File: src/rtl/decode_stage.sv
// rtl/decode_stage.sv - ID stage of the 16-bit MIPS pipeline: decode, WB bypass, load-use stall, ID/EX register.
module decode_stage #(
  parameter int DATA_W = 16,
  parameter int ADDR_W = 3,
  parameter int PC_W   = 16
) (
  input  logic              clk,
  input  logic              rst_n,
  input  logic              if_valid,
  input  logic [15:0]       if_instr,
  input  logic [PC_W-1:0]   if_pc,
  input  logic              flush,
  input  logic              ex_hold,
  output logic              stall,
  output logic [ADDR_W-1:0] rf_addr_1,
  output logic [ADDR_W-1:0] rf_addr_2,
  input  logic [DATA_W-1:0] rf_data_1,
  input  logic [DATA_W-1:0] rf_data_2,
  input  logic              wb_en,
  input  logic [ADDR_W-1:0] wb_dest,
  input  logic [DATA_W-1:0] wb_data,
  output logic              id_valid,
  output logic [PC_W-1:0]   id_pc,
  output logic [DATA_W-1:0] id_op1,
  output logic [DATA_W-1:0] id_op2,
  output logic [DATA_W-1:0] id_imm,
  output logic [ADDR_W-1:0] id_dest,
  output logic [2:0]        id_alu_op,
  output logic              id_alu_src,
  output logic              id_mem_rd,
  output logic              id_mem_wr,
  output logic              id_reg_wr,
  output logic              id_branch,
  output logic              id_illegal
);

  localparam logic [3:0] OP_R    = 4'h0;
  localparam logic [3:0] OP_ADDI = 4'h1;
  localparam logic [3:0] OP_LW   = 4'h2;
  localparam logic [3:0] OP_SW   = 4'h3;
  localparam logic [3:0] OP_BEQ  = 4'h4;

  logic [3:0]        op;
  logic [ADDR_W-1:0] rs, rt, rd;
  logic [2:0]        funct;
  logic [DATA_W-1:0] imm_ext;

  assign op      = if_instr[15:12];
  assign rs      = if_instr[11:9];
  assign rt      = if_instr[8:6];
  assign rd      = if_instr[5:3];
  assign funct   = if_instr[2:0];
  assign imm_ext = {{(DATA_W-6){if_instr[5]}}, if_instr[5:0]};

  assign rf_addr_1 = rs;
  assign rf_addr_2 = rt;

  logic [ADDR_W-1:0] dec_dest;
  logic [2:0]        dec_alu_op;
  logic              dec_alu_src, dec_mem_rd, dec_mem_wr, dec_reg_wr_raw, dec_reg_wr;
  logic              dec_branch, dec_illegal, uses_rs, uses_rt;

  always_comb begin
    dec_dest       = '0;
    dec_alu_op     = 3'b000;
    dec_alu_src    = 1'b0;
    dec_mem_rd     = 1'b0;
    dec_mem_wr     = 1'b0;
    dec_reg_wr_raw = 1'b0;
    dec_branch     = 1'b0;
    dec_illegal    = 1'b0;
    uses_rs        = 1'b0;
    uses_rt        = 1'b0;
    case (op)
      OP_R: begin
        dec_dest = rd; dec_alu_op = funct; dec_reg_wr_raw = 1'b1;
        uses_rs = 1'b1; uses_rt = 1'b1;
      end
      OP_ADDI: begin
        dec_dest = rt; dec_alu_src = 1'b1; dec_reg_wr_raw = 1'b1; uses_rs = 1'b1;
      end
      OP_LW: begin
        dec_dest = rt; dec_alu_src = 1'b1; dec_mem_rd = 1'b1; dec_reg_wr_raw = 1'b1;
        uses_rs = 1'b1;
      end
      OP_SW: begin
        dec_alu_src = 1'b1; dec_mem_wr = 1'b1; uses_rs = 1'b1; uses_rt = 1'b1;
      end
      OP_BEQ: begin
        dec_alu_op = 3'b001; dec_branch = 1'b1; uses_rs = 1'b1; uses_rt = 1'b1;
      end
      default: dec_illegal = 1'b1;
    endcase
    dec_reg_wr = dec_reg_wr_raw & (dec_dest != '0);
  end

  // The register file returns stale data during its own write cycle, so snoop the write port.
  logic [DATA_W-1:0] op1_byp, op2_byp;
  assign op1_byp = (rs == '0) ? '0 : (wb_en && wb_dest == rs) ? wb_data : rf_data_1;
  assign op2_byp = (rt == '0) ? '0 : (wb_en && wb_dest == rt) ? wb_data : rf_data_2;

  logic              id_valid_q, id_valid_d;
  logic [PC_W-1:0]   id_pc_q, id_pc_d;
  logic [DATA_W-1:0] id_op1_q, id_op1_d, id_op2_q, id_op2_d, id_imm_q, id_imm_d;
  logic [ADDR_W-1:0] id_dest_q, id_dest_d;
  logic [2:0]        id_alu_op_q, id_alu_op_d;
  logic              id_alu_src_q, id_alu_src_d, id_mem_rd_q, id_mem_rd_d;
  logic              id_mem_wr_q, id_mem_wr_d, id_reg_wr_q, id_reg_wr_d;
  logic              id_branch_q, id_branch_d, id_illegal_q, id_illegal_d;

  logic load_use;
  assign load_use = id_valid_q & id_mem_rd_q & (id_dest_q != '0) & if_valid &
                    ((uses_rs & (rs == id_dest_q)) | (uses_rt & (rt == id_dest_q)));
  assign stall = rst_n & (ex_hold | load_use) & ~flush;

  always_comb begin
    id_valid_d   = id_valid_q;
    id_pc_d      = id_pc_q;
    id_op1_d     = id_op1_q;
    id_op2_d     = id_op2_q;
    id_imm_d     = id_imm_q;
    id_dest_d    = id_dest_q;
    id_alu_op_d  = id_alu_op_q;
    id_alu_src_d = id_alu_src_q;
    id_mem_rd_d  = id_mem_rd_q;
    id_mem_wr_d  = id_mem_wr_q;
    id_reg_wr_d  = id_reg_wr_q;
    id_branch_d  = id_branch_q;
    id_illegal_d = id_illegal_q;
    if (flush || (!ex_hold && load_use)) begin
      // Bubble: data fields keep their old contents, only validity and control are cleared.
      id_valid_d   = 1'b0;
      id_alu_op_d  = 3'b000;
      id_alu_src_d = 1'b0;
      id_mem_rd_d  = 1'b0;
      id_mem_wr_d  = 1'b0;
      id_reg_wr_d  = 1'b0;
      id_branch_d  = 1'b0;
      id_illegal_d = 1'b0;
    end else if (!ex_hold) begin
      id_valid_d   = if_valid;
      id_pc_d      = if_pc;
      id_op1_d     = op1_byp;
      id_op2_d     = op2_byp;
      id_imm_d     = imm_ext;
      id_dest_d    = dec_dest;
      id_alu_op_d  = if_valid ? dec_alu_op : 3'b000;
      id_alu_src_d = dec_alu_src & if_valid;
      id_mem_rd_d  = dec_mem_rd & if_valid;
      id_mem_wr_d  = dec_mem_wr & if_valid;
      id_reg_wr_d  = dec_reg_wr & if_valid;
      id_branch_d  = dec_branch & if_valid;
      id_illegal_d = dec_illegal & if_valid;
    end
  end

  always_ff @(posedge clk or negedge rst_n) begin
    if (!rst_n) begin
      id_valid_q   <= 1'b0;
      id_pc_q      <= '0;
      id_op1_q     <= '0;
      id_op2_q     <= '0;
      id_imm_q     <= '0;
      id_dest_q    <= '0;
      id_alu_op_q  <= 3'b000;
      id_alu_src_q <= 1'b0;
      id_mem_rd_q  <= 1'b0;
      id_mem_wr_q  <= 1'b0;
      id_reg_wr_q  <= 1'b0;
      id_branch_q  <= 1'b0;
      id_illegal_q <= 1'b0;
    end else begin
      id_valid_q   <= id_valid_d;
      id_pc_q      <= id_pc_d;
      id_op1_q     <= id_op1_d;
      id_op2_q     <= id_op2_d;
      id_imm_q     <= id_imm_d;
      id_dest_q    <= id_dest_d;
      id_alu_op_q  <= id_alu_op_d;
      id_alu_src_q <= id_alu_src_d;
      id_mem_rd_q  <= id_mem_rd_d;
      id_mem_wr_q  <= id_mem_wr_d;
      id_reg_wr_q  <= id_reg_wr_d;
      id_branch_q  <= id_branch_d;
      id_illegal_q <= id_illegal_d;
    end
  end

  assign id_valid   = id_valid_q;
  assign id_pc      = id_pc_q;
  assign id_op1     = id_op1_q;
  assign id_op2     = id_op2_q;
  assign id_imm     = id_imm_q;
  assign id_dest    = id_dest_q;
  assign id_alu_op  = id_alu_op_q;
  assign id_alu_src = id_alu_src_q;
  assign id_mem_rd  = id_mem_rd_q;
  assign id_mem_wr  = id_mem_wr_q;
  assign id_reg_wr  = id_reg_wr_q;
  assign id_branch  = id_branch_q;
  assign id_illegal = id_illegal_q;

endmodule

File: config.mk
export PLATFORM = sky130hd
export DESIGN_NAME = decode_stage
export DESIGN_NICKNAME = d
export VERILOG_FILES = /design/src/rtl/decode_stage.sv
export SDC_FILE = /design/constraint.sdc
export NUM_CORES = 1
export LEC_CHECK = 0
export ABC_AREA = 0
export ABC_CLOCK_PERIOD_IN_PS = 2500
export CAP_MARGIN = 25
export CORE_ASPECT_RATIO = 1.5
export CORE_MARGIN = 10
export CORE_UTILIZATION = 41
export DETAILED_ROUTE_END_ITERATION = 16
export GPL_ROUTABILITY_DRIVEN = 0
export PLACE_DENSITY = 0.81
export SETUP_SLACK_MARGIN = 0.4
export SLEW_MARGIN = 20
export SYNTH_ARGS = -nofsm -noshare
export SYNTH_HDL_FRONTEND = slang
export SYNTH_SLANG_ARGS = --single-unit
File: constraint.sdc
create_clock -name clk -period 2.5 [get_ports clk]
set_input_delay 0.375 -clock clk [delete_from_list [all_inputs] [get_ports clk]]
set_output_delay 0.375 -clock clk [all_outputs]
set_load 0.005 [all_outputs]
After elaboration in Yosys (flattened, before gate mapping):

Index checks and enable logic that the tools add are counted.

* output and inout port bits: 84
* input bits: 89
* flip-flop bits (word level): 67

* reduce and logical (&&, ||, !) cells: 16
* eq/ne operators: 9
* muxes and demuxes: 31
* bitwise logic cells: 20

Operators with widths (count)
* $mux 16: 4
* $mux 1: 22
* $and 1x1->1: 15
* $eq 3x3->1: 4
* $pmux 3 s2: 2
* $mux 3: 3
* $reduce_or 3->1: 3
* $eq 4x2->1 const B: 2
* $logic_not 3->1: 2
* $reduce_bool 3->1: 2
* $reduce_or 5->1: 1
* $eq 4x1->1 const B: 1
* $eq 4x3->1 const B: 1
* $logic_not 4->1: 1
* $logic_and 1x1->1: 3
* $not 1->1: 3
* $ne 2x1->1 const B: 1
* $or 1x1->1: 2
* $reduce_and 2->1: 1
* $reduce_or 2->1: 1
* $logic_not 1->1: 1
* $logic_or 1x1->1: 1

Logic depth before layout (Yosys ltp):

* depth after elaboration: 10
* gate-level depth with buffers: 9
* gate-level depth less buffers: 5

Worst setup path before layout:

OpenSTA, ideal clock, no wires.

* path kind: input to register
* start: input if_instr[13]
* end: register id_pc_q[0] (netlist: id_pc[0])
* arrival time: 2.028 ns
* setup time: 0.125 ns
* stages: 9
* setup slack: 0.347 ns
* cells stage by stage: buf_4 -> or2_1 -> buf_2 -> a2111oi_4 -> nand2b_1 -> o41ai_2 -> buf_6 -> buf_6 -> mux2_4

* cells in the longest elaborated chain, start to end: 10
* elaborated cells between the ends (all ways): 17
* those cells by class: 4 x eq/ne; 2 x mux; 5 x bitwise; 6 x reduce/logical

RTL lines
* start, declared: line 10 `input logic [15:0] if_instr,`
* $eq 4x3->1, or another cell as far along: line 74 `case (op)`
* $reduce_or 5->1 (no source line) or $reduce_or 3->1 (tied branches)
* $mux 1: line 74
* $and 1x1->1: line 113 `((uses_rs & (rs == id_dest_q)) | (uses_rt & (rt == id_dest_q)));`
* $or 1x1->1 *: line 113
* $and 1x1->1 *: line 112 `assign load_use = id_valid_q & id_mem_rd_q & (id_dest_q != '0) & if_valid &`
* $logic_and 1x1->1 *: line 130 `if (flush || (!ex_hold && load_use)) begin`
* $logic_or 1x1->1 *: line 130
* $not 1->1 (no source line) *
* $reduce_and 2->1 (no source line) *
* end signal, assigned: line 174 `id_pc_q <= id_pc_d;`
* end, declared: line 103 `logic [PC_W-1:0] id_pc_q, id_pc_d;`

Mark *: on every way between the ends. The rest lies on a longest branch, timed or not.
A chain may end at the register's enable or synchronous reset.

Worst setup path in the final report:

* start: register id_dest_q[0] (netlist: id_dest[0])
* end: register id_alu_src_q (netlist: id_alu_src)

* cells in the longest elaborated chain, start to end: 7
* elaborated cells between the ends (all ways): 13
* those cells by class: 3 x eq/ne; 1 x mux; 6 x bitwise; 3 x reduce/logical

RTL lines
* start, declared: line 105 `logic [ADDR_W-1:0] id_dest_q, id_dest_d;`
* start signal, assigned: line 178 `id_dest_q <= id_dest_d;`
* $eq 3x3->1 or $reduce_bool 3->1 (tied branches): line 113, 112
* $and 1x1->1, on equally long branches: line 113, 112
* $or 1x1->1 or $and 1x1->1 (tied branches): line 113, 112
* $and 1x1->1 *: line 112
* $logic_and 1x1->1 *: line 130
* $logic_or 1x1->1 *: line 130
* $ne 2x1->1 (no source line) or $mux 1 (tied branches)
* end signal, assigned: line 180 `id_alu_src_q <= id_alu_src_d;`
* end, declared: line 107 `logic id_alu_src_q, id_alu_src_d, id_mem_rd_q, id_mem_rd_d;`

Marked as above.

==> metrics <==
status=finished, final reports clean; RSZ-0062 raised after global routing=true; hold_buf cts=0; Sinks on Clock Net=67; clock latency on the worst-skew pair=0.33 ns; Die Y=133 µm; post-synth cell types=34; initial antenna violation count=0; sequential fraction of the synthesis area=0.482; number of global-route vias before repair=3481; syn avg cell area=12.3 µm²; initial core utilization=0.416; via/cell ratio=5.11; Port Buffer Count=172; clock tree buffer depth=2; Yosys reg bits=67; Finished Layout Cells=605; drc violations=0; Peak Freq=0.430 GHz; Tcrit/Tclk final=0.931; most common cell after layout, fill and taps aside=clkdlybuf4s50_1; Power per Cell Area=612 mW/mm²; Setup Skew=0.00664 ns; DRT Wirelength=12500 µm; max_cap viols=0; ANT cells=0; critical path class=reg2reg; type of origin of the critical path=flip-flop; ranking of synthesized cells by area=dfrtp_1 48%, mux2_2 16%, mux2i_1 10%, nor2_1 4.2%, buf_4 3.7%; final setup violation count=0; Wirelength per Cell=20.6 µm; post-synthesis cell area=0.00348 mm²; syn_nets=373; Worst EP arrival=2.54 ns; CP Data Required Time=2.71 ns; final hold vios=0; Worst slew margin=0.427; Final ANT Viol Nets=0; first-pass GRT wire length=18800 µm; Mapped Cells=284; fin crit period=2.33 ns; Core Region=0.00836 mm²; clk slew on worst S/H paths=0.06 ns; Die Span X=95.2 µm; CTS root buf=clkbuf_16; peak supply drop=0.000446 V; leakage=2.95 nW; share of cells above drive strength 1=0.289; Layout Area Growth over Synthesis=79.8%; post-DP HPWL=8870 µm; H-Tree Level Count=3; Overflow after GRT=0; Total GRT Usage=0.190; most frequent cells in the layout=162 x clkdlybuf4s50_1, 64 x dfrtp_1, 48 x mux2_4; post-route total power=3.83 mW; post-synth top area cell=dfrtp_1; Ys Warns=0; CP Max Fanout=3; largest net degree at the start of global routing=68; full die area=0.0126 mm²; post-layout util=0.748; share of the synthesized area in the top cell type=0.482; I/O Pins=173; CTS Buf Count=9; via count=3089; slew at the pin with the worst max-slew slack=0.860 ns; Final Max Slew Viols=0; First-pass DRT Iterations=4; placed insts=566; row count=41; DRT iter0 DRCs=78; Worst setup EP type=flip-flop; CTS tree=done; nets=582; Worst Hold Class=in2async
cell usage after synthesis:
| cell | count |
|---|---|
| a2111oi_4 | 1 |
| a21o_1 | 1 |
| a21oi_1 | 3 |
| a22o_1 | 2 |
| a32o_1 | 6 |
| and2_1 | 3 |
| and4_1 | 1 |
| buf_2 | 7 |
| buf_4 | 17 |
| buf_6 | 2 |
| clkbuf_1 | 2 |
| dfrtp_1 | 67 |
| inv_1 | 1 |
| mux2_2 | 49 |
| mux2_4 | 8 |
| mux2i_1 | 35 |
| nand2_1 | 3 |
| nand2b_1 | 2 |
| nand3_1 | 1 |
| nand4_1 | 2 |
| nor2_1 | 39 |
| nor2b_1 | 2 |
| nor3_1 | 5 |
| nor3b_1 | 1 |
| nor4_1 | 1 |
| o21ai_0 | 2 |
| o2bb2ai_1 | 3 |
| o31ai_1 | 1 |
| o41ai_2 | 1 |
| or2_1 | 1 |
| or2_2 | 2 |
| or3_1 | 1 |
| xnor2_1 | 8 |
| xor2_1 | 4 |
kinds of logic (layout without fill, tap and decap cells):
kind of cell / count (synthesis) / count (layout) / share of synthesized area
buffers and inverters: 29 / 243 / 0.0565
flip-flops: 67 / 67 / 0.482
AO/OA/AOI/OAI: 20 / 20 / 0.0539
XOR/XNOR: 12 / 12 / 0.0302
AND/OR/NAND/NOR: 64 / 64 / 0.0838
multiplexers: 92 / 92 / 0.294
per-stage QoR:
stage	instance area (µm²)	hold WS (ns)	TNS [ns]	setup WS (ns)
after floorplan	3520	0.0794	0	0.393
after global placement	5450	0.476	-2.55	-0.192
after detailed placement	5450	0.493	-4.02	-0.204
after CTS	6040	0.297	0	0.263
after global routing	6250	0.341	0	0.0977
final	6250	0.265	0	0.173
area by class of cell:
class	instances	area, µm²
clock buffer	11	243
clock inverter	5	52.6
fill	543	2110
inverter	1	3.75
multi-input combinational	188	1810
sequential	67	1680
tap	107	134
timing repair buffer	226	2330
path summary, 6_finish.rpt:
| kind | startpoint | endpoint | slack [ns] | cells after the start |
|---|---|---|---|---|
| max in group asynchronous | rst_n | id_dest[2]$_DFFE_PN0P_ | 1.62 | 2 |
| hold / removal | rst_n | id_mem_wr$_DFFE_PN0P_ | 0.27 | 2 |
| setup / recovery | id_dest[0]$_DFFE_PN0P_ | id_alu_src$_DFFE_PN0P_ | 0.17 | 14 |
| min in group clk | id_alu_op[1]$_DFFE_PN0P_ | id_alu_op[1]$_DFFE_PN0P_ | 0.50 | 1 |
| setup reg to reg | id_dest[0]$_DFFE_PN0P_ | id_alu_src$_DFFE_PN0P_ | 0.17 | 14 |
| hold reg to reg | id_alu_op[1]$_DFFE_PN0P_ | id_alu_op[1]$_DFFE_PN0P_ | 0.50 | 1 |
metal layers:
metal | vias to the layer above | global-route usage | part of all wire
met5 | - | 0 | 0
met4 | 0 | 0.0726 | 0.029
met3 | 26 | 0.0617 | 0.078
met2 | 134 | 0.340 | 0.54
met1 | 1512 | 0.197 | 0.36
li1 | 1417 | - | -
timing repair:
item / CTS / global route
setup endpoints to repair: 55 / 63
pin swaps: 8 / 2
buffers inserted: 16 / 2
cloned: 2 / 3
resized for setup: 55 / 32
state kept, by name, summed over array words and instances (netlist names):
| name | flops |
|---|---|
| id_op1 | 16 |
| id_op2 | 16 |
| id_pc | 16 |
| id_imm | 6 |
| id_alu_op | 3 |
| id_dest | 3 |
| id_alu_src | 1 |
| id_branch | 1 |
| id_illegal | 1 |
| id_mem_rd | 1 |
| id_mem_wr | 1 |
| id_reg_wr | 1 |
| id_valid | 1 |
critical path: stages (launching register included):
cell	delay [ns]
dfrtp_2	0.43
xor2_1	0.15
nor2_1	0.12
and4_1	0.22
buf_4	0.12
o21ai_2	0.06
buf_4	0.16
buf_4	0.13
buf_6	0.10
buf_6	0.10
buf_6	0.10
buf_6	0.10
buf_6	0.10
buf_6	0.11
a32o_1	0.21
power breakdown:
| group | switching [mW] | internal (mW) | total [mW] |
|---|---|---|---|
| logic | 0.395 | 0.828 | 1.22 |
| clock network | 0.456 | 0.793 | 1.25 |
| registers | 0.105 | 1.25 | 1.35 |
| total | 0.956 | 2.87 | 3.83 |
Note: power is estimated with default switching activity, not from simulation.
